<file path="config.mk">
export PLATFORM = sky130hd
export DESIGN_NAME = regfile_wb_arbiter
export DESIGN_NICKNAME = d
export VERILOG_FILES = /design/src/rtl/regfile_wb_arbiter.sv
export SDC_FILE = /design/constraint.sdc
export NUM_CORES = 1
export LEC_CHECK = 0
export CAP_MARGIN = 20
export CORE_MARGIN = 1
export CORE_UTILIZATION = 35
export DETAILED_ROUTE_END_ITERATION = 10
export SLEW_MARGIN = 15
export SYNTH_ARGS = -nofsm -noshare
export SYNTH_HDL_FRONTEND = slang
export SYNTH_SLANG_ARGS = --single-unit
</file>
<file path="constraint.sdc">
create_clock -name clk -period 10.54 [get_ports clk]
set_input_delay 2.635 -clock clk [delete_from_list [all_inputs] [get_ports clk]]
set_output_delay 2.635 -clock clk [all_outputs]
set_load 0.01 [all_outputs]
</file>
<file path="src/rtl/regfile_wb_arbiter.sv">
// Write-back arbiter for the register file's two write ports.
// W1 carries ALU results; W2 is shared by loads and APU results, which are buffered when they lose.
module regfile_wb_arbiter #(
    parameter int ADDR_WIDTH = 6,
    parameter int DATA_WIDTH = 32,
    parameter int FIFO_DEPTH = 2
) (
    input  logic                             clk,
    input  logic                             rst,
    input  logic                             alu_we_i,
    input  logic [ADDR_WIDTH-1:0]            alu_waddr_i,
    input  logic [DATA_WIDTH-1:0]            alu_wdata_i,
    input  logic                             lsu_we_i,
    input  logic [ADDR_WIDTH-1:0]            lsu_waddr_i,
    input  logic [DATA_WIDTH-1:0]            lsu_wdata_i,
    input  logic                             apu_valid_i,
    output logic                             apu_ready_o,
    input  logic [ADDR_WIDTH-1:0]            apu_waddr_i,
    input  logic [DATA_WIDTH-1:0]            apu_wdata_i,
    output logic                             we_a_o,
    output logic [ADDR_WIDTH-1:0]            waddr_a_o,
    output logic [DATA_WIDTH-1:0]            wdata_a_o,
    output logic                             we_b_o,
    output logic [ADDR_WIDTH-1:0]            waddr_b_o,
    output logic [DATA_WIDTH-1:0]            wdata_b_o,
    input  logic [ADDR_WIDTH-1:0]            chk_addr_i,
    output logic                             chk_hit_o,
    output logic [$clog2(FIFO_DEPTH):0]      apu_pending_o,
    output logic                             wb_conflict_o
);

    localparam int PTR_W = $clog2(FIFO_DEPTH);
    localparam int CNT_W = PTR_W + 1;

    logic [PTR_W-1:0]      rd_ptr_reg;
    logic [PTR_W-1:0]      wr_ptr_reg;
    logic [CNT_W-1:0]      count_reg;
    logic [ADDR_WIDTH-1:0] addr_mem [FIFO_DEPTH];
    logic [DATA_WIDTH-1:0] data_mem [FIFO_DEPTH];
    logic [ADDR_WIDTH-1:0] hold_addr_reg;
    logic [DATA_WIDTH-1:0] hold_data_reg;

    logic fifo_empty;
    logic fifo_full;
    logic lsu_sel;
    logic head_sel;
    logic bypass_sel;
    logic transfer;
    logic apu_nz;
    logic push;
    logic pop;
    logic [FIFO_DEPTH-1:0] entry_hit;

    assign fifo_empty = (count_reg == '0);
    assign fifo_full  = (count_reg == CNT_W'(FIFO_DEPTH));
    assign apu_nz     = (apu_waddr_i != '0);

    // Ready looks only at registered occupancy, so a full FIFO stays closed even while draining.
    assign apu_ready_o = !rst && !fifo_full;
    assign transfer    = apu_valid_i && apu_ready_o;

    assign lsu_sel    = !rst && lsu_we_i && (lsu_waddr_i != '0);
    assign head_sel   = !rst && !lsu_sel && !fifo_empty;
    assign bypass_sel = !rst && !lsu_sel && fifo_empty && transfer && apu_nz;
    assign push       = transfer && apu_nz && !bypass_sel;
    assign pop        = head_sel;

    assign we_a_o    = !rst && alu_we_i && (alu_waddr_i != '0);
    assign waddr_a_o = rst ? '0 : alu_waddr_i;
    assign wdata_a_o = rst ? '0 : alu_wdata_i;

    always_comb begin
        we_b_o    = 1'b0;
        waddr_b_o = hold_addr_reg;
        wdata_b_o = hold_data_reg;
        if (rst) begin
            waddr_b_o = '0;
            wdata_b_o = '0;
        end else if (lsu_sel) begin
            we_b_o    = 1'b1;
            waddr_b_o = lsu_waddr_i;
            wdata_b_o = lsu_wdata_i;
        end else if (head_sel) begin
            we_b_o    = 1'b1;
            waddr_b_o = addr_mem[rd_ptr_reg];
            wdata_b_o = data_mem[rd_ptr_reg];
        end else if (bypass_sel) begin
            we_b_o    = 1'b1;
            waddr_b_o = apu_waddr_i;
            wdata_b_o = apu_wdata_i;
        end
    end

    assign wb_conflict_o = we_a_o && we_b_o && (waddr_a_o == waddr_b_o);
    assign apu_pending_o = count_reg;

    // An entry is live when its distance from the read pointer is below the occupancy.
    generate
        for (genvar gi = 0; gi < FIFO_DEPTH; gi++) begin : g_hit
            logic [PTR_W-1:0] offset;
            assign offset        = PTR_W'(gi) - rd_ptr_reg;
            assign entry_hit[gi] = ({1'b0, offset} < count_reg) && (addr_mem[gi] == chk_addr_i);
        end
    endgenerate

    assign chk_hit_o = !rst && (chk_addr_i != '0)
                       && ((|entry_hit) || (bypass_sel && (apu_waddr_i == chk_addr_i)));

    always_ff @(posedge clk or posedge rst) begin
        if (rst) begin
            rd_ptr_reg <= '0;
            wr_ptr_reg <= '0;
            count_reg  <= '0;
        end else begin
            if (push) wr_ptr_reg <= wr_ptr_reg + PTR_W'(1);
            if (pop)  rd_ptr_reg <= rd_ptr_reg + PTR_W'(1);
            count_reg <= count_reg + CNT_W'(push) - CNT_W'(pop);
        end
    end

    always_ff @(posedge clk or posedge rst) begin
        if (rst) begin
            for (int i = 0; i < FIFO_DEPTH; i++) begin
                addr_mem[i] <= '0;
                data_mem[i] <= '0;
            end
        end else if (push) begin
            addr_mem[wr_ptr_reg] <= apu_waddr_i;
            data_mem[wr_ptr_reg] <= apu_wdata_i;
        end
    end

    // Last W2 address/data are held so the port is quiet when idle.
    always_ff @(posedge clk or posedge rst) begin
        if (rst) begin
            hold_addr_reg <= '0;
            hold_data_reg <= '0;
        end else if (we_b_o) begin
            hold_addr_reg <= waddr_b_o;
            hold_data_reg <= wdata_b_o;
        end
    end

    assert property (@(posedge clk) disable iff (rst) !(push && !pop && fifo_full));
    assert property (@(posedge clk) disable iff (rst) !(pop && fifo_empty));
    assert property (@(posedge clk) disable iff (rst) count_reg <= CNT_W'(FIFO_DEPTH));

endmodule
</file>
Yosys cells after proc, flatten, opt, wreduce, memory -nomap -nowiden. Index checks and enable logic that the tools add are counted.

Output and inout port bits: 83. Logic and storage cells: 86. Flip-flop bits (word level): 118.

Reduce and logical (&&, ||, !) cells: 33. Equality and inequality tests: 5. $add $sub $neg: 6. Mux-type cells: 26. Magnitude comparators: 5. Bitwise logic cells: 2.

Operator list (number): 32-bit two-way mux (9); 64-bit bitwise mux (1); 6-bit two-way mux (9); 32-bit demux with 1-bit select (1); 6-bit == test (4); 6-bit nonzero test (4); 1-bit logical AND (21); 12-bit bitwise mux (1); 6-bit demux with 1-bit select (1); 1-bit zero test (5); 2-bit greater-or-equal comparator, second input constant (2); 1-bit by 2-bit < comparator with 1-bit output (2); 1-bit two-way mux (4); 1-bit inverter with 2-bit output (2); 1-bit adder, second input constant (2); 2-bit by 1-bit adder with 2-bit output (1); 2-bit == test, second input constant (1); 2-bit zero test (1); 2-bit by 1-bit < comparator with 1-bit output, second input constant (1); 2-bit OR reduction (1); 1-bit subtractor, first input constant (2); 2-bit by 1-bit subtractor with 2-bit output (1); 1-bit logical OR (1).

Longest topological paths before layout. Gate-level depths: netlist of the first run.

Word-level depth: 14. Gate-level depth with buffers: 12. Depth with buffers taken out: 9.

Worst setup path before layout of the first run. Ideal clock, no wire load.

Kind: input to output. Start point: in rst. End point: out wdata_b_o[0]. Arrival: 7.164 ns. Stages: 5. Data required time: 7.905 ns. Buffers on the path: 3. Setup slack: 0.741 ns. Cell sequence: clkbuf_1 clkbuf_1 inv_1 clkbuf_1 and2_1.

Longest elaborated chain between the ends: 12.

RTL lines: start, declared (RTL line 9) `input logic rst,`; 1-bit zero test (no line); 1-bit logical AND (2 in a row) (RTL line 62) `assign lsu_sel = !rst && lsu_we_i && (lsu_waddr_i != '0);`; 1-bit zero test (RTL line 63, 64); 1-bit logical AND (RTL line 63, 64); 1-bit logical AND (3 in a row) (RTL line 64) `assign bypass_sel = !rst && !lsu_sel && fifo_empty && transfer && apu_nz;`; 32-bit two-way mux (RTL line 87) `end else if (bypass_sel) begin`; 32-bit two-way mux (RTL line 83) `end else if (head_sel) begin`; 32-bit two-way mux (RTL line 79) `end else if (lsu_sel) begin`; 32-bit two-way mux (*) (RTL line 76) `if (rst) begin`; end, declared (RTL line 25) `output logic [DATA_WIDTH-1:0] wdata_b_o,`.

Every way passes the cells marked *; elsewhere a longest branch is shown, timed or not.

Worst setup path in the final report of the first run.
Start point: in lsu_waddr_i[1]. End point: out wb_conflict_o.

Longest elaborated chain between the ends: 13.

RTL lines: start, declared (RTL line 14) `input logic [ADDR_WIDTH-1:0] lsu_waddr_i,`; 6-bit nonzero test (RTL line 62); 1-bit logical AND (RTL line 62); 1-bit zero test (RTL line 63, 64); 1-bit logical AND (RTL line 63, 64); 1-bit logical AND (3 in a row) (RTL line 64); 6-bit two-way mux / 1-bit two-way mux (equally long branches) (RTL line 87); 6-bit two-way mux / 1-bit two-way mux (equally long branches) (RTL line 83); 6-bit two-way mux / 1-bit two-way mux (equally long branches) (RTL line 79); 6-bit two-way mux / 1-bit two-way mux (equally long branches) (RTL line 76); 6-bit == test / 1-bit logical AND (equally long branches) (RTL line 94) `assign wb_conflict_o = we_a_o && we_b_o && (waddr_a_o == waddr_b_o);`; 1-bit logical AND (*) (RTL line 94); end, declared (RTL line 29) `output logic wb_conflict_o`.

Marks and branches as above.

==> key figures, run 1 <==
Outcome
  • Run status: complete, no violations

Route
  • DRC viols: 0
  • Post-DRT Antenna Nets: 0
  • Drt initial violations: 274
  • Router iterations before antenna repair: 4
  • Routed length per instance: about 17 um
  • Vias per inst: 5.16
  • DRT Wirelength: roughly 18,000 um
  • Vias: 5,493

CTS
  • # hold bufs at CTS: 0
  • Num CTS Buffers: 17
  • Reg clk slew, reported paths: 0.05 ns
  • Clock root buffer: clkbuf_16
  • Setup Buffers After CTS: 0
  • Clk buf depth: 2
  • CTS tree: done
  • Worst-Skew Late Latency: 0.41 ns
  • Post-CTS Resized: 0
  • H-tree lvl count: 4
  • CTS sink cnt: 118

Final layout
  • Filler Cell Count: 1,635
  • Synth-to-layout area growth: 42.7%
  • Layout cell share with drive strength beyond 1: 18.6%
  • N_diodes: 0
  • Largest register FFs: 64
  • Post-layout net count: 949

Setup path
  • CP Max Fanout: 41
  • R2r setup slk: 6.82 ns
  • Worst path bufs/invs: 2
  • Crit path top cell by count: clkdlybuf4s50_1
  • CP max stage cell: nand4_4
  • WP data required: 7.91 ns
  • Crit start category: input pin
  • Signal arrival time at the worst endpoint: 6.38 ns
  • Reg-to-Reg End: addr_mem[4]$_DFFE_PP0P_
  • Crit-path max cell delay: 0.71 ns
  • CP endpoint kind: output pin
  • Crit Path Class: in2out
  • CP cell instances: clkdlybuf4s50_1 > nor4_2 > a21bo_1 > nand4_4 > mux2i_1 > a21oi_1 > a221oi_1 > and4_1 > clkdlybuf4s50_1
  • FF-to-FF path depth: 6
  • CP top delay family: simple AND/OR/NAND/NOR gates
  • R2R Path Start: apu_pending_o[1]$_DFF_PP0_

Global route
  • Global-route wire length before repair: 29,300 um
  • GR met2 Demand/Resource: 32.4%
  • Vias in the first global route: 5,620
  • GR Layer Usage met3: 4.09%
  • Largest net degree at the start of global routing: 69
  • Global-route usage over all layers: between 10% and 20%
  • M1 GR Usage: 24.1%
  • GRT busiest layer: met2
  • Initial antenna violation count: 0
  • GRT Residual Overflow: 0

Logic synthesis
  • Yosys warning count: 0
  • Synth Instances: 633
  • Yosys top cell by area: dfrtp_1
  • Syn Std Cell Area: 6630 sq um
  • Syn Area/Cell: 10.5 sq um
  • Yosys reg bits: 118
  • Syn Nets: 760
  • Sequential fraction of the synthesis area: 44.6%
  • Netlist cell types: 42
  • Ranking of synthesized cells by area: dfrtp_1, mux2_2, mux2i_1
  • Top cell type's share of synthesized area: between 40% and 50%

Hold path
  • Hold Path Stages: 1
  • Hold Path Sink: data_mem[63]$_DFFE_PP0P_
  • Hold crit path type: reg2reg
  • Min-delay src: data_mem[63]$_DFFE_PP0P_

Power
  • Power, Total: 2.25 mW
  • Worst vdd ir: 128 uV
  • Power per cell area: 238 nW/um^2
  • P_leak: slightly below 4 nW

Floorplanning
  • Die ar.: between 15,000 and 20,000 sq um
  • Die Ht: 140 um
  • Core Box Area: 18,300 sq um
  • Starting density of the core: 36.3%
  • Row Count: 49
  • Die span in x: 140 um
  • Io pins: roughly 210

STA
  • Headroom to the max-slew limit: 31.0%
  • Fin crit period: 9.01 ns
  • Max Clock Freq: 0.111 GHz
  • Final hold violations: 0
  • Fin crit share: a little under nine tenths
  • Final Max Tran Viols: 0
  • Final setup fails: 0
  • Worst hold slack: 0.499 ns
  • Setup ws final: 1.53 ns
  • Worst Tran Pin Value: slightly above 1 ns
  • Clock Skew: 0.00638 ns
  • Fin Setup TNS: 0 ns
  • Unrepaired setup endpoints after global routing: no

Place
  • Port buffer count: between 200 and 250
  • Hpwl dp: 12,200 um
  • RePlAce Congestion: 0.870
  • Pre-CTS setup slack: 1.50 ns

Job
  • Max-cap violations: 0
-- layer usage --
metal / vias to the layer above / share of wire, %
li1: 2583 / -
met1: 2689 / 45
met2: 204 / 48
met3: 17 / 5.6
met4: 0 / 1.6
met5: - / 0
-- stage by stage --
step	cell area [sq um]	utilization, %	instances
6_report	9460	51.8	1064
5_1_grt	9460	51.8	1064
4_1_cts	9460	51.8	1064
3_5_place_dp	8840	48.4	1032
3_3_place_gp	8840	48.4	1032
2_1_floorplan	6630	-	633
-- Yosys cell counts, drive strengths merged --
cell / number
dfrtp: 118
nor4: 5
ha: 2
mux2: 110
xnor2: 16
and4: 2
a2111oi: 3
nand3: 8
a21bo: 1
o2111a: 1
a221oi: 2
buf: 25
nand4: 6
o311a: 1
xor2: 6
clkbuf: 18
or4: 2
a21oi: 38
o32ai: 1
nor2b: 37
nand2: 38
a311o: 1
nor3: 7
a211oi: 3
a21boi: 1
a22oi: 2
nor2: 44
mux2i: 42
a32o: 1
and2: 41
a21o: 1
o21ai: 33
nand2b: 4
o31ai: 1
inv: 11
nand3b: 1
-- report_power, final --
part | internal, mW | leakage (nW) | switching [mW]
combinational | 0.485 | 2.21 | 0.368
sequential | 0.675 | 1.42 | 0.129
clock | 0.394 | 0.303 | 0.198
total | 1.55 | 3.93 | 0.695
-- final cells by class --
type | count | area [sq um] | area share, %
Tap cell | 229 | 287 | 3.03
Sequential cell | 118 | 2950 | 31.2
Inverter | 11 | 46.3 | 0.490
Clock buffer | 23 | 488 | 5.16
Clock inverter | 9 | 123 | 1.30
Multi-Input combinational cell | 461 | 3450 | 36.4
Timing Repair Buffer | 213 | 2110 | 22.3
-- layout by cell type (no fill, tap or decap), drive strengths merged, types with 2 or more instances in the layout --
master / count
o21ai: 33
bufinv: 3
nand4: 6
a221oi: 2
nand3: 8
nor2b: 37
a211oi: 3
a21oi: 38
a2111oi: 3
dfrtp: 118
nor4: 5
clkdlybuf4s50: 206
nand2: 38
nor2: 44
and2: 41
xor2: 6
nand2b: 4
mux2: 110
a22oi: 2
nor3: 7
ha: 2
clkinv: 5
mux2i: 42
xnor2: 16
buf: 7
or4: 2
inv: 11
and4: 2
clkbuf: 23
-- worst max path at each step --
stage	start	end	slack (ns)	depth (start not counted)
floorplan	rst	wdata_b_o[0]	0.74	5
global placement	lsu_waddr_i[1]	wb_conflict_o	1.63	9
detailed placement	lsu_waddr_i[1]	wb_conflict_o	1.50	9
CTS	lsu_waddr_i[1]	wb_conflict_o	1.48	9
global route	lsu_waddr_i[1]	wb_conflict_o	1.27	9
finish	lsu_waddr_i[1]	wb_conflict_o	1.53	9
-- worst register-to-register path, delay by kind of cell (launching register included) --
kind                   cells  cell delay, ns
muxes                      1            0.45
and+or+nand+nor            4            2.55
buffers and inverters      1            0.10
DFF                        1            0.51
-- kinds of logic after synthesis --
group           after synthesis  synth area share (%)
simple gates                195                  15.5
mux                         152                  25.0
flops                       118                  44.6
compound gates               90                  7.83
buf+inv                      54                  3.81
xor+xnor                     22                  2.91
fa+ha+maj                     2                 0.378
Note: power is estimated with default switching activity, not from simulation.
==> inputs of run 2 (changes only) <==
--- a/config.mk
+++ b/config.mk
@@ -7,8 +7,10 @@
 export LEC_CHECK = 0
 export CAP_MARGIN = 20
 export CORE_MARGIN = 1
-export CORE_UTILIZATION = 35
+export CORE_UTILIZATION = 45
+export CTS_CLUSTER_SIZE = 40
 export DETAILED_ROUTE_END_ITERATION = 10
+export PLACE_DENSITY = 0.78
 export SLEW_MARGIN = 15
 export SYNTH_ARGS = -nofsm -noshare
 export SYNTH_HDL_FRONTEND = slang
==> key figures, run 2 (same netlist as run 1, synthesis figures left out) <==
Global route
  • M1 GR Usage: 27.0% (was 24.1%)
  • Global-route wire length before repair: 27,900 um (was 29,300 um)
  • Largest net degree at the start of global routing: 83 (was 69)
  • GR met2 Demand/Resource: 42.8% (was 32.4%)
  • Vias in the first global route: 5,654 (was 5,620)
  • GRT Residual Overflow: 0 (unchanged)
  • GRT busiest layer: met2 (unchanged)
  • Initial antenna violation count: 0 (unchanged)
  • Global-route usage over all layers: 24.2% (was 19.1%)
  • GR Layer Usage met3: 6.09% (was 4.09%)

Setup path
  • WP data required: 7.91 ns (about the same)
  • Worst path bufs/invs: 2 (unchanged)
  • Crit path launch: lsu_waddr_i[0] (was lsu_waddr_i[1])
  • CP max stage cell: nand4_4 (unchanged)
  • Signal arrival time at the worst endpoint: 6.49 ns (was 6.38 ns)
  • CP top delay family: simple AND/OR/NAND/NOR gates (unchanged)
  • Crit Path Class: in2out (unchanged)
  • R2R Path Start: apu_pending_o[1]$_DFF_PP0_ (unchanged)
  • Crit path top cell by count: clkdlybuf4s50_1 (unchanged)
  • CP cell instances: clkdlybuf4s50_1 > nor4_2 > a21bo_1 > nand4_4 > mux2i_1 > a21oi_1 > a221oi_1 > and4_1 > clkdlybuf4s50_1 (unchanged)
  • CP endpoint kind: output pin (unchanged)
  • Crit start category: input pin (unchanged)
  • Crit-path max cell delay: 0.73 ns (was 0.71 ns)
  • CP Max Fanout: 41 (unchanged)

Floorplanning
  • Die Ht: 123 um (was 140 um)
  • Io pins: 208 (unchanged)
  • Die span in x: 123 um (was 140 um)
  • Core Box Area: 14,100 sq um (was 18,300 sq um)
  • Die ar.: 15,200 sq um (was 19,500 sq um)
  • Row Count: 43 (was 49)
  • Starting density of the core: 46.8% (was 36.3%)

Route
  • DRT Wirelength: 17,600 um (was 17,800 um)
  • Router iterations before antenna repair: 6 (was 4)
  • DRC viols: 0 (unchanged)
  • Vias: 5,499 (was 5,493)
  • Drt initial violations: 344 (was 274)
  • Routed length per instance: 17.4 um (was 16.8 um)
  • Vias per inst: 5.42 (was 5.16)
  • Post-DRT Antenna Nets: 0 (unchanged)

CTS
  • H-tree lvl count: 4 (unchanged)
  • CTS tree: done (unchanged)
  • Setup Buffers After CTS: 0 (unchanged)
  • CTS sink cnt: 118 (unchanged)
  • Reg clk slew, reported paths: 0.05 ns (about the same)
  • Clock root buffer: clkbuf_16 (unchanged)
  • Clk buf depth: 2 (unchanged)
  • Post-CTS Resized: 0 (unchanged)
  • # hold bufs at CTS: 0 (unchanged)
  • Worst-Skew Late Latency: 0.41 ns (about the same)
  • Num CTS Buffers: 17 (unchanged)

Job
  • Max-cap violations: 0 (unchanged)

STA
  • Final hold violations: 0 (unchanged)
  • Max Clock Freq: 0.110 GHz (was 0.111 GHz)
  • Fin Setup TNS: 0 ns (unchanged)
  • Fin crit period: 9.13 ns (was 9.01 ns)
  • Headroom to the max-slew limit: 33.5% (was 31.0%)
  • Fin crit share: 86.6% (was 85.5%)
  • Worst Tran Pin Value: 0.994 ns (was 1.03 ns)
  • Final setup fails: 0 (unchanged)
  • Unrepaired setup endpoints after global routing: no (unchanged)
  • Clock Skew: 0.00822 ns (was 0.00638 ns)
  • Final Max Tran Viols: 0 (unchanged)

Final layout
  • Synth-to-layout area growth: 41.2% (was 42.7%)
  • Layout cell share with drive strength beyond 1: 18.5% (was 18.6%)
  • Most common cell after layout, fill and taps aside: clkdlybuf4s50_1 (unchanged)
  • Largest register FFs: 64 (unchanged)
  • Filler Cell Count: 1,084 (was 1,635)
  • Commonest non-fill, non-tap cells in the layout: clkdlybuf4s50_1, dfrtp_1, mux2_2 (unchanged)
  • Post-layout net count: 949 (unchanged)
  • N_diodes: 0 (unchanged)

Power
  • Power per cell area: 237 nW/um^2 (was 238 nW/um^2)
  • Worst vdd ir: 131 uV (was 128 uV)
  • Power, Total: 2.22 mW (was 2.25 mW)
  • P_leak: 3.92 nW (was 3.93 nW)

Place
  • Hpwl dp: 12,400 um (was 12,200 um)
  • RePlAce Congestion: 0.932 (was 0.870)
  • Port buffer count: 207 (unchanged)

Hold path
  • Min-delay src: data_mem[63]$_DFFE_PP0P_ (unchanged)
  • Hold crit path type: reg2reg (unchanged)

Outcome
  • Run status: complete, no violations (unchanged)
-- run 2: changes by cell type in the layout (fill, tap and decap cells not counted), sizes merged --
cell / change
clkbuf: -1
bufinv: -1
clkinv: +1
-- run 2: path summary, 6_finish.rpt --
check	to	slack, ns	cells after the start
hold / removal	data_mem[63]$_DFFE_PP0P_	0.50	1
min in group asynchronous	data_mem[16]$_DFFE_PP0P_	2.66	3
setup / recovery	wb_conflict_o	1.41	9
max in group asynchronous	hold_data_reg[18]$_DFFE_PP0N_	6.52	4
hold reg to reg	data_mem[63]$_DFFE_PP0P_	0.50	1
setup reg to reg	data_mem[26]$_DFFE_PP0P_	6.86	6
-- run 2: per-layer routing --
layer  vias to the layer above  wire (um)
met5                         -          0
met4                         0        470
met3                        36       1300
met2                       239       8930
met1                      2655       6920
li1                       2569          -
-- run 2: report_power, final --
group / total [mW] / switching (mW) / leakage, nW / internal, mW
Combinational: 0.851 / 0.365 / 2.21 / 0.485
Clock: 0.558 / 0.195 / 0.286 / 0.363
Sequential: 0.812 / 0.137 / 1.42 / 0.675
-- run 2: cell type report --
type	instances	area, sq um	area share [%]
inverters	11	46.3	0.495
clock inverters	9	101	1.08
well taps	180	225	2.41
multi-input cells	461	3450	36.8
repair buffers	213	2110	22.6
flip-flops and latches	118	2950	31.6
clock buffers	22	474	5.07
-- run 2: metrics by stage --
stage / std cells / setup WS (ns) / utilization [%] / area [sq um] / hold WS [ns]
3_3_place_gp: 983 / 1.59 / 62.1 / 8780 / 0.481
2_1_floorplan: 633 / 0.741 / - / 6630 / 0.468
6_report: 1014 / 1.41 / 66.1 / 9360 / 0.499
4_1_cts: 1014 / 1.42 / 66.1 / 9360 / 0.506
5_1_grt: 1014 / 1.13 / 66.1 / 9360 / 0.516
3_5_place_dp: 983 / 1.40 / 62.1 / 8780 / 0.492
==> inputs of run 3 (changes only) <==
--- a/config.mk
+++ b/config.mk
@@ -8,6 +8,7 @@
 export CAP_MARGIN = 20
 export CORE_MARGIN = 1
 export CORE_UTILIZATION = 45
+export CTS_CLUSTER_DIAMETER = 40
 export CTS_CLUSTER_SIZE = 40
 export DETAILED_ROUTE_END_ITERATION = 10
 export PLACE_DENSITY = 0.78
==> results of run 3 <==
Same layout as run 2: the final DEF is identical, and so are final timing and power.
